**src/rtl/eth_frame_scheduler.sv**
```systemverilog
`default_nettype none
// ============================================================================
// Module      : eth_frame_scheduler
// Description : Sequences one frame as a train of RMII Ethernet packets:
//               address load, preamble/SFD, gated payload from the dibit
//               datapath, FCS hand-off and inter-packet gap.
// Revision    : 1.0 - initial release
// ============================================================================
module eth_frame_scheduler #(
    parameter int PIXELS_PER_PKT  = 256,
    parameter int FRAME_PIXELS    = 76800,
    parameter int PREAMBLE_DIBITS = 32,
    parameter int IFG_DIBITS      = 48
) (
    input  logic        clk,
    input  logic        rst,
    input  logic        frame_start,
    output logic        busy,
    output logic        frame_done,
    output logic        dp_stall,
    output logic        dp_addr_load,
    output logic [23:0] dp_addr_base,
    input  logic        dp_axiov,
    input  logic [1:0]  dp_axiod,
    output logic        crc_start,
    input  logic        crc_done,
    output logic        tx_axiov,
    output logic [1:0]  tx_axiod,
    output logic [15:0] pkt_count
);

    localparam logic [23:0] c_PKT_PIXELS   = 24'(PIXELS_PER_PKT);
    localparam logic [23:0] c_FRAME_PIXELS = 24'(FRAME_PIXELS);
    localparam logic [25:0] c_PRE_LAST     = 26'(PREAMBLE_DIBITS - 1);
    localparam logic [25:0] c_IFG_LAST     = 26'(IFG_DIBITS - 1);

    typedef enum logic [2:0] {
        S_IDLE     = 3'd0,
        S_LOAD     = 3'd1,
        S_PREAMBLE = 3'd2,
        S_PAYLOAD  = 3'd3,
        S_CRC_WAIT = 3'd4,
        S_IFG      = 3'd5,
        S_DONE     = 3'd6
    } state_t;

    state_t      r_state;
    state_t      w_state_next;

    logic [23:0] r_pixel_remaining;
    logic [23:0] r_pkt_pixels;
    logic [23:0] r_addr_base;
    logic [15:0] r_pkt_count;
    logic [25:0] r_cnt;
    logic        r_crc_start;

    logic [25:0] w_cnt_inc;
    logic [25:0] w_pkt_dibits;
    logic [23:0] w_pkt_pixels_nxt;

    // One shared counter serves preamble length, payload dibits and IFG length
    assign w_cnt_inc        = r_cnt + 26'd1;
    assign w_pkt_dibits     = {r_pkt_pixels, 2'b00};
    assign w_pkt_pixels_nxt = (r_pixel_remaining < c_PKT_PIXELS) ? r_pixel_remaining : c_PKT_PIXELS;

    // State register
    always_ff @(posedge clk) begin
        if (rst) begin
            r_state <= S_IDLE;
        end else begin
            r_state <= w_state_next;
        end
    end

    // Next-state decode; a zero-length frame skips straight to DONE
    always_comb begin
        w_state_next = r_state;
        case (r_state)
            S_IDLE: begin
                if (frame_start) begin
                    w_state_next = (c_FRAME_PIXELS == 24'd0) ? S_DONE : S_LOAD;
                end
            end
            S_LOAD:     w_state_next = S_PREAMBLE;
            S_PREAMBLE: begin
                if (r_cnt == c_PRE_LAST) begin
                    w_state_next = S_PAYLOAD;
                end
            end
            S_PAYLOAD: begin
                if (dp_axiov && (w_cnt_inc == w_pkt_dibits)) begin
                    w_state_next = S_CRC_WAIT;
                end
            end
            S_CRC_WAIT: begin
                if (crc_done) begin
                    w_state_next = S_IFG;
                end
            end
            S_IFG: begin
                if (r_cnt == c_IFG_LAST) begin
                    w_state_next = (r_pixel_remaining != 24'd0) ? S_LOAD : S_DONE;
                end
            end
            S_DONE:  w_state_next = S_IDLE;
            default: w_state_next = S_IDLE;
        endcase
    end

    // Frame bookkeeping, phase counter and the crc_start entry pulse
    always_ff @(posedge clk) begin
        if (rst) begin
            r_pixel_remaining <= 24'd0;
            r_pkt_pixels      <= 24'd0;
            r_addr_base       <= 24'd0;
            r_pkt_count       <= 16'd0;
            r_cnt             <= 26'd0;
            r_crc_start       <= 1'b0;
        end else begin
            r_crc_start <= (r_state == S_PAYLOAD) && (w_state_next == S_CRC_WAIT);

            if (w_state_next != r_state) begin
                r_cnt <= 26'd0;
            end else begin
                case (r_state)
                    S_PREAMBLE, S_IFG: r_cnt <= w_cnt_inc;
                    S_PAYLOAD: begin
                        if (dp_axiov) begin
                            r_cnt <= w_cnt_inc;
                        end
                    end
                    default: r_cnt <= r_cnt;
                endcase
            end

            case (r_state)
                S_IDLE: begin
                    if (frame_start) begin
                        r_pixel_remaining <= c_FRAME_PIXELS;
                        r_addr_base       <= 24'd0;
                        r_pkt_count       <= 16'd0;
                    end
                end
                S_LOAD: begin
                    r_pkt_pixels <= w_pkt_pixels_nxt;
                end
                S_CRC_WAIT: begin
                    if (crc_done) begin
                        if (r_pkt_count != 16'hFFFF) begin
                            r_pkt_count <= r_pkt_count + 16'd1;
                        end
                        r_addr_base       <= r_addr_base + r_pkt_pixels;
                        r_pixel_remaining <= r_pixel_remaining - r_pkt_pixels;
                    end
                end
                default: begin
                end
            endcase
        end
    end

    // Transmit mux: own preamble/SFD, datapath pass-through in payload, silent otherwise
    always_comb begin
        tx_axiov = 1'b0;
        tx_axiod = 2'b00;
        case (r_state)
            S_PREAMBLE: begin
                tx_axiov = 1'b1;
                tx_axiod = (r_cnt == c_PRE_LAST) ? 2'b11 : 2'b01;
            end
            S_PAYLOAD: begin
                tx_axiov = dp_axiov;
                tx_axiod = dp_axiod;
            end
            default: begin
            end
        endcase
    end

    assign busy         = (r_state != S_IDLE);
    assign frame_done   = (r_state == S_DONE);
    assign dp_stall     = (r_state != S_PAYLOAD);
    assign dp_addr_load = (r_state == S_LOAD);
    assign dp_addr_base = r_addr_base;
    assign crc_start    = r_crc_start;
    assign pkt_count    = r_pkt_count;

endmodule
`default_nettype wire

```
**config.mk**
```make
export PLATFORM = sky130hd
export DESIGN_NAME = eth_frame_scheduler
export DESIGN_NICKNAME = d
export VERILOG_FILES = /design/src/rtl/eth_frame_scheduler.sv
export SDC_FILE = /design/constraint.sdc
export NUM_CORES = 1
export LEC_CHECK = 0
export ABC_AREA = 1
export CAP_MARGIN = 40
export CELL_PAD_IN_SITES_DETAIL_PLACEMENT = 0
export CELL_PAD_IN_SITES_GLOBAL_PLACEMENT = 1
export CORE_MARGIN = 5
export CORE_UTILIZATION = 35
export DETAILED_ROUTE_END_ITERATION = 8
export GPL_ROUTABILITY_DRIVEN = 0
export GPL_TIMING_DRIVEN = 0
export PLACE_DENSITY_LB_ADDON = 0.1
export SETUP_SLACK_MARGIN = 0.05
export SYNTH_ARGS = -nofsm -noshare
export SYNTH_HDL_FRONTEND = slang
export SYNTH_SLANG_ARGS = --single-unit
```
**constraint.sdc**
```tcl
create_clock -name clk -period 7.04 [get_ports clk]
set_input_delay 1.056 -clock clk [delete_from_list [all_inputs] [get_ports clk]]
set_output_delay 1.056 -clock clk [all_outputs]
set_load 0.01 [all_outputs]
```
==> results.yml <==
status:
  status: "complete, no violations"
sta:
  setup_ws_ps: 3440
  period_share: 0.511
  skew_ps: 9.43
  maxSlewHeadroom: 0.449
  tns_ps: 0
  setup_violations: 0
  tightest_slew_ps: 827
  rsz0062_at_grt: "false"
  hold_viol_final: 0
  fmax_ghz: 0.278
  slew_violations: 0
  fin_crit_ps: 3600
cts:
  hold_buffers: 0
  clk_latency_ps: 430
  cts_root_buffer: "clkbuf_16"
  cts_resized: 0
  postCtsSetupBuffers: 0
  path_clk_slew_ps: 70
  clockBufferDepth: 2
  cts_tree: "built"
  cts_buffers: 17
  htreeDepth: 4
  clock_sinks: 118
floorplanning:
  core_um2: 23300
  fp.dieArea_um2: 26700
  placementRows: 56
  start_util: 0.353
  die_w_um: 163
  io_pins: 55
  die_h_um: 163
flow_run:
  drv_cap: 0
setup_path:
  startpoint_type: "flop"
  critPathRequiredTime_ps: 5980
  critical-path-slowest-cell: "clkdlybuf4s50_1"
  crit_chain: "inv_1, nor3_2, clkbuf_1, clkdlybuf4s50_1"
  max_stage_delay_ps: 630
  path_class: "flop to output pin"
  critPathMaxFanout: 10
  setup.worst_path.end_class: "output pin"
  crit_arrival_ps: 2540
cells_and_area:
  nFillCells: 2643
  drive_above_1_share: 0.0807
  antenna_cells: 0
  ff_latch_area_um2: 2360
  final_nets: 1383
  fin_cells: 1657
  area_growth_pct: 19.4
  multi_input_area_um2: 5210
  finish.utilization: 0.422
logic_synthesis:
  synth_seq_area_share: 0.287
  async_flop_share: 0
  synth_area_um2: 8240
  synthDistinctLibCells: 47
  ys_warn_count: 0
  synth_seq_cells: 118
  synth_flop_cell: "dfxtp_1"
  synth_area_leaders: "dfxtp_1 29%, nand2_1 14%, a21oi_1 8.7%"
  synth_edf_count: 0
  synth_most_common_cell: "nand2_1"
  synth_commonest_cells: "309 x nand2_1, 144 x a21oi_1, 141 x inv_1, 118 x dfxtp_1, 97 x o21ai_0"
  synth.top_cell.area_share: 0.287
  synth_cells: 1253
  synth_top_cell_by_area: "dfxtp_1"
  synth.net_count: 1311
  synth_area_per_cell_um2: 6.58
hold_path:
  hp-class: "flop to flop"
global_route:
  first_global_vias: 8127
  grt_max_degree: 17
  grt_overflow: 0
  grt_first_pass_wirelength_mm: 44.3
  grtUsageTotal: 0.214
  antenna_found_initial: 1
power:
  seqPwrFrac: 0.345
  powerDensity_nw_per_um2: 210
  p_comb_frac: 0.166
  p_int_mw: 1.43
  power_switching_mw: 0.633
  p_sw_frac: 0.306
  clockPowerShare: 0.489
  irDropWorstVdd_v: 0.0000989
  static-leakage-power_nw: 4.14
route:
  drtIter0Drc: 465
  routed_wl_mm: 27.9
  routed.top_layer: "met5"
  wl_met1_mm: 13.7
  drc: 0
  vias: 8341
  wl_met2_mm: 12.6
  ant_nets: 0
  detail_route.wl_per_cell_um: 16.8
  dr.pass1.iters: 5
  vias_per_cell: 5.03
  routed-wl-met3_mm: 1.17
placed_design:
  dp_slack_ps: 3550
  port_buffers: 53
  dpl.cell_count: 1625
  hpwl_mm: 22.4
[layer usage]
layer / vias to the layer above / track usage
li1: 4329 / -
met2: 162 / 0.348
met3: 27 / 0.0353
met1: 3821 / 0.297
met5: - / 0
met4: 2 / 0.0473
[flip-flops by register name, summed over array words and instances, names as in the netlist]
name and cells:
crc_start 1, dp_addr_base 24, pkt_count 16, r_cnt 26
r_pixel_remaining 24, r_pkt_pixels 24, r_state 3
[stage by stage]
step	hold slack [ps]	instance area (um^2)	total power, mW
after floorplan	451	8240	0.961
after global placement	475	9170	1.07
after detailed placement	475	9170	1.07
after CTS	491	9840	2.09
after global routing	511	9840	2.17
final	483	9840	2.07
[critical path: cells and delay by family (launching register included)]
kind / cells / cell delay [ps]
and+or+nand+nor: 1 / 480
DFF: 1 / 460
buffers and inverters: 3 / 1180
[placed cells by master, fill, tap and decap left out, types with 12 or more instances in the layout]
master	Yosys	layout
nand4_1	14	14
xor2_1	15	15
clkbuf_1	18	18
clkdlybuf4s50_1	0	53
clkbuf_16	0	17
o21ai_0	97	97
dfxtp_1	118	118
nor2_2	18	18
nor3_1	29	29
nand2_1	309	309
nor2_4	20	20
nor4_1	12	12
nand3_1	81	81
a21oi_1	144	144
ha_1	49	49
inv_1	141	141
nor2_1	92	92
[logic make-up after synthesis]
kind of cell | share of synthesized area
simple gates | 0.347
xor+xnor | 0.0219
flops | 0.287
buf+inv | 0.0814
compound gates | 0.182
fa+ha+maj | 0.0793
mux | 0.00121
[power by group through the flow]
stage | combinational (mW) | sequential (mW) | clock [mW]
3_5_place_dp | 0.342 | 0.728 | 0
2_1_floorplan | 0.245 | 0.717 | 0
4_1_cts | 0.344 | 0.713 | 1.03
6_report | 0.343 | 0.713 | 1.01
3_3_place_gp | 0.343 | 0.728 | 0
5_1_grt | 0.388 | 0.715 | 1.06
[final cells by class]
class | instances | share of cell area
buffer | 27 | 0.0132
clock buffer | 17 | 0.0433
clock inverter | 15 | 0.0244
inverter | 144 | 0.0550
multi-input combinational | 964 | 0.529
sequential | 118 | 0.240
tap | 319 | 0.0406
timing repair buffer | 53 | 0.0539
[final timing paths]
path / startpoint / end / slack, ps / cells after the start
min reg2reg: pkt_count[9] / pkt_count[9] / 480 / 2
max reg2reg: r_pkt_pixels[0] / dp_addr_base[16] / 4190 / 17
max: r_state[0] / dp_addr_load / 3440 / 4
min: pkt_count[9] / pkt_count[9] / 480 / 2
Note: power is estimated with default switching activity, not from simulation.
